`config.mk`:
```
export PLATFORM = sky130hd
export DESIGN_NAME = csb_to_periph
export DESIGN_NICKNAME = d
export VERILOG_FILES = /design/src/rtl/csb_to_periph_pkg.sv /design/src/rtl/csb_to_periph_watchdog.sv /design/src/rtl/csb_to_periph.sv
export SDC_FILE = /design/constraint.sdc
export NUM_CORES = 1
export LEC_CHECK = 0
export ABC_AREA = 1
export CORE_ASPECT_RATIO = 0.8
export CORE_MARGIN = 5
export CORE_UTILIZATION = 35
export DETAILED_ROUTE_END_ITERATION = 12
export PLACE_DENSITY = 0.74
export REMOVE_ABC_BUFFERS = 1
export SLEW_MARGIN = 40
export SYNTH_ARGS = -nofsm -noshare
export SYNTH_HDL_FRONTEND = slang
export SYNTH_HIERARCHICAL = 1
export SYNTH_SLANG_ARGS = --single-unit
```
`constraint.sdc`:
```
create_clock -name clk -period 2.6 [get_ports clk]
set_clock_uncertainty 0.2 [all_clocks]
set_input_delay 0.26 -clock clk [delete_from_list [all_inputs] [get_ports clk]]
set_output_delay 0.26 -clock clk [all_outputs]
set_load 0.01 [all_outputs]
```
`src/rtl/csb_to_periph_pkg.sv`:
```
// Shared types and constants for the CSB-to-periph bridge.
// Optional watchdog build macro: CSB_TO_PERIPH_TIMEOUT_EN.
package csb_to_periph_pkg;

  localparam int unsigned CSB_ADDR_W = 16;

  // Read data returned when a transaction is aborted by the watchdog.
  localparam logic [31:0] CSB_TO_PERIPH_ERR_DATA = 32'hDEAD_BEEF;

  typedef enum logic [1:0] {
    IDLE = 2'd0,
    REQ  = 2'd1,
    RESP = 2'd2
  } state_e;

  // CSB word address to periph byte address; wraps modulo 2^32.
  function automatic logic [31:0] csb_byte_addr(input logic [31:0]           base,
                                                input logic [CSB_ADDR_W-1:0] addr);
    return base + {{(32 - CSB_ADDR_W - 2){1'b0}}, addr, 2'b00};
  endfunction

endpackage

```
`src/rtl/csb_to_periph_watchdog.sv`:
```
// Load/count/expire counter that bounds how long the bridge waits on the
// periph side. Only instantiated when CSB_TO_PERIPH_TIMEOUT_EN is defined.
module csb_to_periph_watchdog #(
  parameter int unsigned TIMEOUT_CYCLES = 256
) (
  input  logic clk,
  input  logic rst,
  input  logic load_i,
  input  logic count_i,
  output logic expired_o
);

  localparam int unsigned CNT_W = $clog2(TIMEOUT_CYCLES + 1);
  localparam logic [CNT_W-1:0] LIMIT = CNT_W'(TIMEOUT_CYCLES - 1);

  logic [CNT_W-1:0] cnt_q, cnt_d;

  // Expire on the TIMEOUT_CYCLES-th counted cycle since the last load.
  assign expired_o = count_i && (cnt_q == LIMIT);

  // Next count: load clears, counting saturates at the limit.
  always_comb begin
    cnt_d = cnt_q;
    if (load_i) begin
      cnt_d = '0;
    end else if (count_i && !expired_o) begin
      cnt_d = cnt_q + CNT_W'(1);
    end
  end

  // Counter register.
  always_ff @(posedge clk or posedge rst) begin
    if (rst) begin
      cnt_q <= '0;
    end else begin
      cnt_q <= cnt_d;
    end
  end

endmodule

```
`src/rtl/csb_to_periph.sv`:
```
// CSB responder that replays each CSB access as one HWPE periph master
// transaction. One transaction outstanding; CSB responses are registered.
// Optional build macro: CSB_TO_PERIPH_TIMEOUT_EN adds a watchdog that aborts
// a transaction after TIMEOUT_CYCLES cycles in REQ or RESP.
module csb_to_periph
  import csb_to_periph_pkg::*;
#(
  parameter int unsigned ID_WIDTH       = 1,
  parameter logic [31:0] BASE_ADDR      = 32'h0000_0000,
  parameter int unsigned TIMEOUT_CYCLES = 256
) (
  input  logic                  clk,
  input  logic                  rst,
  // CSB responder side
  input  logic                  csb_valid_i,
  output logic                  csb_ready_o,
  input  logic [CSB_ADDR_W-1:0] csb_addr_i,
  input  logic [31:0]           csb_wdat_i,
  input  logic                  csb_write_i,
  input  logic                  csb_nposted_i,
  output logic                  csb_r_valid_o,
  output logic [31:0]           csb_r_data_o,
  output logic                  csb_wr_complete_o,
  // Periph master side
  output logic                  periph_req_o,
  output logic [31:0]           periph_add_o,
  output logic                  periph_wen_o,
  output logic [3:0]            periph_be_o,
  output logic [31:0]           periph_data_o,
  output logic [ID_WIDTH-1:0]   periph_id_o,
  input  logic                  periph_gnt_i,
  input  logic                  periph_r_valid_i,
  input  logic [31:0]           periph_r_data_i,
  input  logic [ID_WIDTH-1:0]   periph_r_id_i
);

  state_e      state_q, state_d;
  logic [31:0] add_q, add_d;
  logic [31:0] wdat_q, wdat_d;
  logic        wen_q, wen_d;
  logic        nposted_q, nposted_d;
  logic        r_valid_q, r_valid_d;
  logic [31:0] r_data_q, r_data_d;
  logic        wr_complete_q, wr_complete_d;
  logic        timeout;

  // The response id carries no information for a single-outstanding bridge,
  // and the timeout limit only matters in the watchdog build.
  logic unused_inputs;
  assign unused_inputs = ^{periph_r_id_i, TIMEOUT_CYCLES[0]};

`ifdef CSB_TO_PERIPH_TIMEOUT_EN
  logic wd_load;
  logic wd_count;

  // Cleared while idle and on the REQ->RESP step, so both phases get a
  // fresh budget; counts whenever a transaction is in flight.
  assign wd_load  = (state_q == IDLE) || ((state_q == REQ) && periph_gnt_i);
  assign wd_count = (state_q != IDLE);

  csb_to_periph_watchdog #(
    .TIMEOUT_CYCLES(TIMEOUT_CYCLES)
  ) u_watchdog (
    .clk      (clk),
    .rst      (rst),
    .load_i   (wd_load),
    .count_i  (wd_count),
    .expired_o(timeout)
  );
`else
  assign timeout = 1'b0;
`endif

  // Held low during reset even though the state register already reads IDLE.
  assign csb_ready_o       = (state_q == IDLE) && !rst;
  assign csb_r_valid_o     = r_valid_q;
  assign csb_r_data_o      = r_data_q;
  assign csb_wr_complete_o = wr_complete_q;

  assign periph_req_o  = (state_q == REQ);
  assign periph_add_o  = add_q;
  assign periph_wen_o  = wen_q;
  assign periph_data_o = wdat_q;
  assign periph_be_o   = 4'hF;
  assign periph_id_o   = '0;

  // Next-state, field capture and response generation.
  // NOTE: every variable gets a default before the case so no path leaves
  // one unassigned, which would otherwise infer a latch.
  always_comb begin
    state_d       = state_q;
    add_d         = add_q;
    wdat_d        = wdat_q;
    wen_d         = wen_q;
    nposted_d     = nposted_q;
    r_data_d      = r_data_q;
    r_valid_d     = 1'b0;
    wr_complete_d = 1'b0;

    unique case (state_q)
      IDLE: begin
        if (csb_valid_i) begin
          state_d   = REQ;
          add_d     = csb_byte_addr(BASE_ADDR, csb_addr_i);
          wdat_d    = csb_wdat_i;
          wen_d     = !csb_write_i;
          nposted_d = csb_nposted_i;
        end
      end

      REQ: begin
        if (periph_gnt_i) begin
          state_d = RESP;
        end else if (timeout) begin
          state_d       = IDLE;
          r_valid_d     = wen_q;
          wr_complete_d = !wen_q && nposted_q;
          if (wen_q) r_data_d = CSB_TO_PERIPH_ERR_DATA;
        end
      end

      RESP: begin
        if (periph_r_valid_i) begin
          state_d       = IDLE;
          r_valid_d     = wen_q;
          wr_complete_d = !wen_q && nposted_q;
          if (wen_q) r_data_d = periph_r_data_i;
        end else if (timeout) begin
          state_d       = IDLE;
          r_valid_d     = wen_q;
          wr_complete_d = !wen_q && nposted_q;
          if (wen_q) r_data_d = CSB_TO_PERIPH_ERR_DATA;
        end
      end

      default: state_d = IDLE;
    endcase
  end

  // State, latched request fields and registered CSB response.
  // NOTE: non-blocking assignments so every register samples pre-edge values.
  always_ff @(posedge clk or posedge rst) begin
    if (rst) begin
      state_q       <= IDLE;
      add_q         <= '0;
      wdat_q        <= '0;
      wen_q         <= 1'b1;
      nposted_q     <= 1'b0;
      r_valid_q     <= 1'b0;
      r_data_q      <= '0;
      wr_complete_q <= 1'b0;
    end else begin
      state_q       <= state_d;
      add_q         <= add_d;
      wdat_q        <= wdat_d;
      wen_q         <= wen_d;
      nposted_q     <= nposted_d;
      r_valid_q     <= r_valid_d;
      r_data_q      <= r_data_d;
      wr_complete_q <= wr_complete_d;
    end
  end

endmodule

```
== Word level (Yosys, flattened, before mapping) ==
Index checks and enable logic that the tools add are counted.

* Flip-flop bits (word level): 86
* Output and inout bits: 106
* Word-level logic and storage cells: 30

* Equality and inequality tests: 5
* Multiplexer cells: 8
* Reductions and logical operators: 9

{| class="wikitable"
|+ Operators with widths
! cell !! number
|-
| $mux W2 || 3
|-
| $pmux W2 S3 || 1
|-
| $reduce_and A3 Y1 || 2
|-
| $mux W1 || 4
|-
| $ne A2 B2 Y1 const B || 2
|-
| $logic_not A1 Y1 || 3
|-
| $eq A2 B1 Y1 const B || 1
|-
| $eq A2 B2 Y1 const B || 1
|-
| $logic_and A1 B1 Y1 || 2
|-
| $logic_not A2 Y1 || 1
|-
| $ne A2 B1 Y1 const B || 1
|-
| $reduce_and A2 Y1 || 1
|}

== Depth between registers and ports, before layout ==
Gate-level depths: netlist (run 1).

* Depth in word-level cells: 4
* Mapped depth: 7
* Mapped depth without buffers: 5

== Worst setup path before layout (run 1) ==
Ideal clock, no wire load.

* Path kind: register to register
* Start: register wen_q, in the netlist periph_wen_o
* End: register r_data_q[10], in the netlist csb_r_data_o[10]
* Setup time: 0.065 ns
* Data arrival time: 1.074 ns
* Slack: 1.261 ns
* Cell stages (with the launch flop): 6
* Cell sequence: dfstp_2 -> nand4_2 -> inv_2 -> buf_4 -> nand2_1 -> nand2_1

* Word-level cells in the longest chain between the ends: 1

{| class="wikitable"
|+ RTL lines
! element !! line !! RTL
|-
| start, declared || csb_to_periph.sv:40 || <nowiki>logic wen_q, wen_d;</nowiki>
|-
| start signal, assigned || csb_to_periph.sv:156 || <nowiki>wen_q <= wen_d;</nowiki>
|-
| $reduce_and A3 Y1 (no line) || n/a ||
|-
| end signal, assigned || csb_to_periph.sv:159 || <nowiki>r_data_q <= r_data_d;</nowiki>
|-
| end, declared || csb_to_periph.sv:43 || <nowiki>logic [31:0] r_data_q, r_data_d;</nowiki>
|}

No other way between the ends.
A chain may end at the register's enable or synchronous reset.

== Final worst setup path (run 1) ==
* Start: register state_q[0]
* End: output port csb_ready_o

* Word-level cells in the longest chain between the ends: 2

{| class="wikitable"
|+ RTL lines
! element !! line !! RTL
|-
| start, declared || csb_to_periph.sv:37 || <nowiki>state_e state_q, state_d;</nowiki>
|-
| start signal, assigned || csb_to_periph.sv:153 || <nowiki>state_q <= state_d;</nowiki>
|-
| $logic_not A2 Y1 || csb_to_periph.sv:75 || <nowiki>assign csb_ready_o = (state_q == IDLE) && !rst;</nowiki>
|-
| $logic_and A1 B1 Y1 || csb_to_periph.sv:75 ||
|-
| end, declared || csb_to_periph.sv:16 || <nowiki>output logic csb_ready_o,</nowiki>
|}

No other way between the ends.

==> metrics.cfg, run 1 <==
[power]
ir_worst_vdd_mv=0.4263
p_per_area_nw_per_um2=1121
p_leak_nw=2.733
pwr-share-seq=0.368
p_sw_frac=0.3381
p_comb_frac=0.429
p_sw_w=0.002109
p_int_w=0.004128
clkPwrFrac=0.204

[critical_path]
timing_worst_setup_path_type=reg -> out
worstPathMaxFanout=7
slowest_stage=clkdlybuf4s50_1
worstRegToRegCells=5
critPathArrivalTime_ps=1580
cpLargestDelayFamily=buffers and inverters
start_kind=flop
cp.depth=2
path_buf_inv=1
crit_start=state_q[0]
end_kind=output port
worstPathCellList=nor3_1 -> clkdlybuf4s50_1
max_stage_delay_ps=570
crit_required_ps=2140
r2r-start=state_q[0]

[route]
met2WireLength_mm=5.005
drt_iter0_markers=155
wire_per_inst_um=14.22
antenna_left=0
top_layer=met4
dr_wl_met3_um=630
drt-met1-wl_mm=4.222
first_pass_iters=4
route.detailed.drc=0
drt-total-wl_mm=9.970
vias_per_cell=4.428
via_count=3104

[cells_and_area]
fin_cells=701
final_common_cell=nand2_1
mostFrequentLayoutCells=nand2_1 (199), clkdlybuf4s50_1 (170), dfrtp_1 (85), nand3_1 (50), conb_1 (21)
nNetsFinal=648
seq_area_um2=2153
drive_gt1_frac=0.05133
fillCellCount=888
multi_input_area_um2=1146
syn2layout_area_growth_pct=58.00
stdcell_area_um2=5563
diodes=0

[timing]
fmax_mhz=489.8
hold_ws_ps=145.3
fin_crit_ps=2042
max-slew-margin-rel=0.5971
setup_viol=0
hold_viol_final=0
tightest_slew_ps=603.6
post-route-period-util=0.7852
drv_slew=0
grt_setup_unrepaired=no

[clocking]
clk_path_buf_depth=2
postCtsSetupRepairBufs=0
cts_inserted_buffers=9
htree_levels=3
cts_root_buffer=clkbuf_16
cts_resized=0
clk_pin_slew_ps=60
tritoncts=built
cts_hold_buf=0
clock_latency_ps=320
numClockSinks=86

[placed_design]
hpwl_mm=7.233
place_area_um2=5261
dp.cells=685
gp_congestion=0.7535
io_buffers=171

[floorplan]
die_x_um=122.1
io_pins=194
num_rows=32
die_h_um=99.71
coreArea_um2=9729
initial_core_util=0.3619
dieArea_um2=12180

[global_route]
grt_pass1_vias=3108
grt_overflow_total=0
grt_pass1_wl_mm=15.85
grt_use_total=0.1639
grt_max_degree=53
antenna_found_initial=0

[synth]
netlist_area_um2=3521
yosys_warnings=6
synth-seq-cells=86
synth_cell_types=16
syn_avg_cell_area_um2=8.869
seq_area_frac_synth=0.6116
synthCells=397

[hold_path]
min_path_type=in -> async

[flow_run]
max_cap_viol_count=0

[outcome]
status=finished, final reports clean

-- sequential cells by signal, indices dropped and copies added (netlist names) --
signal	count
csb_r_data_o	32
csb_r_valid_o	1
csb_wr_complete_o	1
nposted_q	1
periph_add_o	16
periph_data_o	32
periph_wen_o	1
state_q	2
-- cell usage after synthesis, drive strengths merged --
cell	number	share of area
dfrtp	85	0.60
nand3	50	0.071
nand3b	1	0.0021
buf	39	0.072
clkbuf	5	0.0053
nand2	200	0.21
nor3	3	0.0043
conb	2	0.0021
nand4	1	0.0036
inv	7	0.0075
o21ai	1	0.0014
o21bai	1	0.0021
dfstp	1	0.0075
nor2	1	0.0032
-- through the flow --
stage	TNS [ps]	utilization	worst slack (ps)	total power [W]
after floorplan	-6816	-	-80.19	0.003335
after global placement	0	0.5403	728.9	0.004954
after detailed placement	0	0.5408	725.9	0.005017
after CTS	0	0.5718	540.6	0.006331
after global routing	0	0.5718	445.0	0.006666
final	0	0.5718	558.5	0.006237
-- per-layer routing --
metal,up-vias,track usage
met5,-,0
met3,11,0.04377
li1,1517,-
met1,1463,0.2056
met4,0,0.05422
met2,113,0.2755
-- area by class of cell --
cell class              instances  share of cell area
clock buffers                  11             0.04363
clock inverters                 5             0.01057
flip-flops and latches         86              0.3871
well taps                     136             0.03059
repair buffers                177              0.3171
inverters                       7            0.004948
multi-input cells             279              0.2060
-- worst register-to-register path, delay by kind of cell (launching register included) --
kind,cells,cell delay [ps]
buffers and inverters,1,460
DFF,1,470
AOI/OAI and AO/OA,1,60
and+or+nand+nor,3,390
-- worst paths after layout --
path                                     end  slack (ps)
max                              csb_ready_o         560
min                        csb_wr_complete_o         150
max reg2reg                       state_q[1]         900
min reg2reg                 periph_add_o[13]         270
max in group asynchronous       periph_wen_o        1380
min in group clk             csb_r_data_o[7]         260
-- logic make-up (layout without fill, tap and decap cells) --
logic type	Yosys count	after routing	synth area share
simple gates	256	256	0.2974
flops	86	86	0.6116
buf+inv	51	200	0.08529
other cells	2	21	0.002133
compound gates	2	2	0.003553
-- power by group through the flow --
stage	clock, W	combinational, W	sequential [W]
6_report	0.00127	0.00267	0.00229
5_1_grt	0.00137	0.00292	0.00238
4_1_cts	0.00131	0.00272	0.00230
3_5_place_dp	0	0.00272	0.00230
3_3_place_gp	0	0.00267	0.00229
2_1_floorplan	0	0.000779	0.00256
(Power assumes the default switching activity.)
==> inputs of run 2 (changes only) <==
Settings changed: CORE_UTILIZATION 35 to 39, PLACE_DENSITY 0.74 to 0.78.
Clock period 2.6 ns to 1.9 ns, I/O delays scaled along.
==> metrics.cfg, run 2 (synthesis results as in run 1) <==
[route]
drt-total-wl_mm=9.740  ; -2.3%
antenna_left=0  ; unchanged
wire_per_inst_um=14.20  ; -0.17%
via_count=3131  ; +0.87%
vias_per_cell=4.564  ; +3.1%
route.detailed.drc=0  ; unchanged
first_pass_iters=4  ; unchanged
drt-met1-wl_mm=4.136  ; -2.0%
top_layer=met4
dr_wl_met3_um=527  ; -16%
drt_iter0_markers=174  ; +12%
met2WireLength_mm=4.920  ; -1.7%

[critical_path]
worstRegToRegCells=5  ; unchanged
worstPathMaxFanout=4  ; -3
cpLargestDelayFamily=flip-flops
start_kind=flop
worstPathCellList=clkdlybuf4s50_1
timing_worst_setup_path_type=reg -> out
slowest_stage=dfstp_2
r2r-start=state_q[1]
critPathArrivalTime_ps=1420  ; -160 ps
reg2reg_slack_ps=250  ; -650 ps
path_buf_inv=1  ; unchanged
r2r_end=periph_data_o[14]
end_kind=output port
crit_required_ps=1510  ; -630 ps
max_stage_delay_ps=570  ; about the same

[placed_design]
gp_congestion=0.7461  ; -0.98%
io_buffers=171  ; unchanged
hpwl_mm=7.304  ; +0.99%

[timing]
fmax_mhz=551.1
fin_crit_ps=1815
drv_slew=0  ; unchanged
setup-tns-final_ps=0  ; unchanged
grt_setup_unrepaired=no
hold_viol_final=0  ; unchanged
hold_ws_ps=69.13  ; -76.14 ps
setup_viol=0  ; unchanged
post-route-period-util=0.9551

[cells_and_area]
fillCellCount=767  ; -14%
mostFrequentLayoutCells=nand2_1 (199), clkdlybuf4s50_1 (168), dfrtp_1 (83), nand3_1 (50), conb_1 (21)
nNetsFinal=654  ; +0.93%
diodes=0  ; unchanged
final_common_cell=nand2_1
syn2layout_area_growth_pct=60.55
drive_gt1_frac=0.06130  ; +0.009969

[floorplan]
die_h_um=94.99  ; -4.7%
die_x_um=116.2  ; -4.8%
io_pins=194  ; unchanged
initial_core_util=0.3947  ; +0.03279
dieArea_um2=11040  ; -9.3%
num_rows=31  ; -3.1%
coreArea_um2=8921  ; -8.3%

[global_route]
grt_use_total=0.1799  ; +0.01594
grt_pass1_vias=3245  ; +4.4%
grt_pass1_wl_mm=15.79  ; -0.35%
grt_max_degree=50  ; -5.7%
grt_overflow_total=0  ; unchanged
antenna_found_initial=0  ; unchanged

[clocking]
cts_inserted_buffers=9  ; unchanged
cts_root_buffer=clkbuf_16
clk_pin_slew_ps=60  ; about the same
htree_levels=3  ; unchanged
tritoncts=built
clk_path_buf_depth=2  ; unchanged
numClockSinks=86  ; unchanged
clock_latency_ps=320  ; about the same

[power]
p_per_area_nw_per_um2=1556  ; +39%
ir_worst_vdd_mv=0.6904  ; +62%
p_total_w=0.008797  ; +41%
p_leak_nw=2.799  ; +2.4%

[outcome]
status=finished, final reports clean

[hold_path]
whs_path_depth=3
hold_end=periph_data_o[26]
min-delay-start=csb_valid_i
min_path_type=in -> reg

[flow_run]
max_cap_viol_count=0  ; unchanged

## run 2: worst max path at each step
stage,from,endpoint,slack [ps],depth (start not counted)
after floorplan,rst,csb_r_data_o[0],-710,1
after global routing,periph_wen_o,periph_wen_o,30,1
after global placement,rst,csb_ready_o,160,3
final,periph_wen_o,periph_wen_o,90,1
after CTS,state_q[1],periph_req_o,40,4
after detailed placement,rst,csb_ready_o,160,3
## run 2: repair_timing
| item | CTS | global route |
|---|---|---|
| resized for setup | 4 | 1 |
| setup endpoints to repair | 2 | 1 |
| setup buffers | 1 | 0 |
| endpoints found under the hold margin | 15 | 0 |
| hold buffers | 1 | 0 |
## run 2: layer usage
layer / global-route usage / up-vias
li1: - / 1526
met1: 0.2343 / 1487
met2: 0.3014 / 108
met3: 0.04164 / 10
met4: 0.04928 / 0
met5: 0 / -
## run 2: cell type report
type | count | area (um2) | area share
clock buffers | 12 | 236.5 | 0.04183
clock inverters | 4 | 97.59 | 0.01726
inverters | 7 | 27.53 | 0.004869
multi-input cells | 279 | 1141 | 0.2019
flip-flops and latches | 86 | 2156 | 0.3814
well taps | 115 | 143.9 | 0.02545
repair buffers | 183 | 1851 | 0.3274
## run 2: power by group
| group | internal [W] | switching (W) |
|---|---|---|
| clock network | 0.00129 | 0.000652 |
| logic | 0.00199 | 0.00173 |
| registers | 0.00266 | 0.000467 |
## run 2: worst register-to-register path, cell delays in order, from the launching register on
cell     delay, ps
dfrtp_2        400
buf_4          150
nor2_4         260
buf_4          350
nand3_1        130
nand2_1         90
## run 2: metrics by stage
stage | setup slack [ps] | std cells | util | instance area [um2]
detailed placement | 160.8 | 668 | 0.5938 | 5298
finish | 85.33 | 686 | 0.6337 | 5653
global placement | 156.5 | 668 | 0.5938 | 5298
CTS | 39.73 | 686 | 0.6334 | 5650
floorplan | -710.2 | 372 | - | 3318
global route | 33.49 | 686 | 0.6337 | 5653
==> inputs of run 3 (changes only) <==
Settings changed: CORE_UTILIZATION 39 to 42, PLACE_DENSITY 0.78 to 0.89.
Clock period 1.9 ns to 2.1 ns, I/O delays scaled along.
==> metrics.cfg, run 3 (synthesis results as in run 1) <==
[timing]
drv_slew=0  ; unchanged
max-slew-margin-rel=0.6440
hold_viol_final=0  ; unchanged
post-route-period-util=0.9436
hold_ws_ps=72.78  ; +3.651 ps
fin_crit_ps=1981
setup-tns-final_ps=0  ; unchanged
tightest_slew_ps=533.3
setup_viol=0  ; unchanged
setup_slack_ps=118.5  ; +33.20 ps
fmax_mhz=504.7
grt_setup_unrepaired=no

[critical_path]
cpLargestDelayFamily=buffers and inverters
worstPathCellList=inv_1 -> nand2_1 -> inv_1 -> clkdlybuf4s50_1
cp_common_cell=inv_1
crit_required_ps=1690  ; +180 ps
end_kind=output port
critPathArrivalTime_ps=1570  ; +150 ps
slowest_stage=clkdlybuf4s50_1
timing_worst_setup_path_type=reg -> out
path_buf_inv=3  ; +2
worstPathMaxFanout=4  ; unchanged
start_kind=flop
max_stage_delay_ps=530  ; -40 ps

[route]
route.detailed.drc=0  ; unchanged
via_count=3121  ; -0.32%
antenna_left=0  ; unchanged
drt-total-wl_mm=9.696  ; -0.45%
vias_per_cell=4.617  ; +1.2%
wire_per_inst_um=14.34  ; +1.0%
first_pass_iters=5  ; +1
drt_iter0_markers=204  ; +17%

[global_route]
grt_pass1_vias=3151  ; -2.9%
grt_pass1_wl_mm=15.64  ; -0.96%
grt_max_degree=36  ; -28%
grt_use_total=0.1859  ; +0.006036
grt_overflow_total=0  ; unchanged
antenna_found_initial=0  ; unchanged

[cells_and_area]
syn2layout_area_growth_pct=54.90
final_common_cell=nand2_1
drive_gt1_frac=0.06162  ; +0.0003237
mostFrequentLayoutCells=nand2_1 (199), clkdlybuf4s50_1 (169), dfrtp_1 (83), nand3_1 (50), conb_1 (21)
fin_cells=676  ; -1.5%
diodes=0  ; unchanged
nNetsFinal=651  ; -0.46%

[floorplan]
die_x_um=112.4  ; -3.3%
num_rows=29  ; -6.5%
initial_core_util=0.4371  ; +0.04242
die_h_um=91.90  ; -3.3%
dieArea_um2=10330  ; -6.5%
coreArea_um2=8055  ; -9.7%
io_pins=194  ; unchanged

[clocking]
clk_pin_slew_ps=90  ; +30 ps
cts_inserted_buffers=9  ; unchanged
htree_levels=3  ; unchanged
tritoncts=built
cts_resized=0  ; -4
numClockSinks=86  ; unchanged
clock_latency_ps=330  ; about the same
postCtsSetupRepairBufs=0  ; -1
cts_root_buffer=clkbuf_8
cts_hold_buf=0  ; -1
clk_path_buf_depth=2  ; unchanged

[power]
p_comb_frac=0.460  ; +0.036
p_int_w=0.004689  ; -21%
p_per_area_nw_per_um2=1330  ; -15%
pwr-share-seq=0.391  ; +0.035
p_total_w=0.007252  ; -18%
clkPwrFrac=0.149  ; -0.071
ir_worst_vdd_mv=0.7129  ; +3.3%
p_leak_nw=2.709  ; -3.2%
p_sw_w=0.002563  ; -10%
p_sw_frac=0.3534  ; +0.02913

[placed_design]
hpwl_mm=7.417  ; +1.5%
dp.cells=660  ; -1.2%
io_buffers=171  ; unchanged
dpl_worst_slack_ps=290.0  ; +129.2 ps
gp_congestion=0.7617  ; +2.1%

[hold_path]
min_path_type=in -> async

[flow_run]
max_cap_viol_count=0  ; unchanged

[outcome]
status=finished, final reports clean

run 3: per-layer routing:
metal | GRT usage | vias to the layer above | wire (um)
met4 | 0.06406 | 0 | 229
li1 | - | 1520 | -
met3 | 0.04934 | 18 | 599
met2 | 0.3199 | 117 | 4923
met5 | 0 | - | 0
met1 | 0.2275 | 1466 | 3945
run 3: final cells by class:
type | count | area [um2]
Clock buffer | 11 | 151.4
Clock inverter | 5 | 41.29
Fill cell | 659 | 2601
Inverter | 7 | 27.53
Multi-Input combinational cell | 279 | 1141
Sequential cell | 86 | 2156
Tap cell | 108 | 135.1
Timing Repair Buffer | 180 | 1802
run 3: path summary, 6_finish.rpt:
kind	slack, ps	to	startpoint	cells after the start
min	70	nposted_q	rst	2
max reg2reg	460	periph_data_o[22]	state_q[0]	4
min in group clk	80	periph_add_o[17]	csb_valid_i	3
max in group asynchronous	1090	periph_data_o[10]	rst	3
max	120	periph_req_o	state_q[1]	4
min reg2reg	280	periph_add_o[8]	periph_add_o[8]	2
run 3: power by group through the flow:
| stage | logic [W] | registers [W] | clock network (W) |
|---|---|---|---|
| floorplan | 0.000964 | 0.00317 | 0 |
| global placement | 0.00329 | 0.00282 | 0 |
| detailed placement | 0.00339 | 0.00285 | 0 |
| CTS | 0.00339 | 0.00283 | 0.00113 |
| global route | 0.00365 | 0.00293 | 0.00119 |
| finish | 0.00334 | 0.00283 | 0.00108 |
run 3: through the flow:
stage,utilization,instance area [um2]
after floorplan,-,3318
after global placement,0.6525,5256
after detailed placement,0.6525,5256
after CTS,0.6765,5449
after global routing,0.6771,5454
final,0.6771,5454
==> variant (config.mk and constraints of run 3) <==
Reset style: synchronous (`rst`), changed in one clocked block.
--- a/src/rtl/csb_to_periph.sv
+++ b/src/rtl/csb_to_periph.sv
@@ -141,3 +141,3 @@
   // NOTE: non-blocking assignments so every register samples pre-edge values.
-  always_ff @(posedge clk or posedge rst) begin
+  always_ff @(posedge clk) begin
     if (rst) begin
Behaviour: differs if rst is asserted again (counterexample within 4 cycles, from zero or initial values and one cycle with rst high); with rst held inactive, the same outputs for 4 cycles.
==> variant against run 3 <==
Area after synthesis rose by 5.9%. Register-to-register slack improved by 0.04 ns. Sequential cell count did not move. Worst setup slack got worse by 0.0046 ns. Non-clock buffer count rose by 2. Sequential share of layout area fell by 9.1 points. Cell count rose by 18%. Routed wire length rose by 8.4%. Cell area rose by 3.6%.
Power is not compared: it rests on default switching activity, and its combinational part moved more than twofold at a synthesized area within 25%.
==> variant: results (changes against run 3) <==
* Status: finished, final reports clean
* Area post-placement at 0.00545 mm^2 (+3.6%)
* Vias in the first global route at 3,592 (+14%)
* First-pass GRT wire length at 16.5 mm (+5.4%)
* Async S/R FF share, synth at 0% (-100 points)
* Critical path startpoint: state_q[0]
* Seq/Total Area, Yosys at 46.2% (-15 points)
* Crit path max fanout at 3 (-1)
* WL final at 10.5 mm (+8.4%)
* Starting DRT DRC Count at 347 (+70%)
* GP Congestion at 0.906 (+19%)
* Worst reg2reg endpoint: csb_r_data_o[5]
* Ranking of synthesized cells by area: dfxtp_1, nor2_1, nand3b_1
* Nets at 771 (+18%)
* Setup slack, reg-to-reg at 0.50 ns (+0.04 ns)
* Worst slew pin tran at 0.500 ns (-0.0329 ns)
* Layout Cells excl Fill at 798 (+18%)
* Placed cells at 784 (+19%)
* Most used flip-flop cell after synthesis: dfxtp_1
* Layout cell share with drive strength beyond 1 at 4.52% (-1.6 points)
* Dpl hpwl at 7.78 mm (+4.9%)
* Largest net degree at the start of global routing at 51 (+42%)
* Commonest cells in the netlist: nor2_1, nand2_1, dfxtp_1
* Post-synthesis cell count at 526 (+32%)
* Crit-path max cell delay at 0.57 ns (+0.04 ns)
* R2R depth at 6 (+2)
* Fill count at 701 (+6.4%)
* Cell variety after synth at 17 (+1)
variant: cell types whose count changed in the layout (fill, tap and decap cells not counted), moves of 3 or more:
cell             run 3  this run
nand3b_1             1        51
nor2_1               0       163
dfxtp_1              0        86
nand3_1             50        33
dfrtp_1             83         0
nand2_1            199        89
nor2_2               0         3
inv_1                4        36
variant: cell type report:
type / count / area [um^2] / share of cell area (%)
timing repair buffer: 182 / 1820 / 32.2
sequential: 86 / 1720 / 30.5
multi-input combinational: 365 / 1620 / 28.7
inverter: 39 / 146 / 2.59
tap: 112 / 140 / 2.48
clock buffer: 10 / 128 / 2.26
clock inverter: 4 / 73.8 / 1.31
variant: repair_timing:
action / 4_1_cts / 5_1_grt
hold endpoints to repair: 0 / 0
gates resized for setup: 0 / 1
endpoints found under the setup margin: 0 / 1
variant: routing by layer:
metal  routed length [um]  vias to the layer above  track usage [%]
met5                    0                        -                0
met4                  190                        0             6.74
met3                 1450                       17             10.2
met2                 4700                      168             30.6
met1                 4170                     1633             20.8
li1                     -                     1871                -
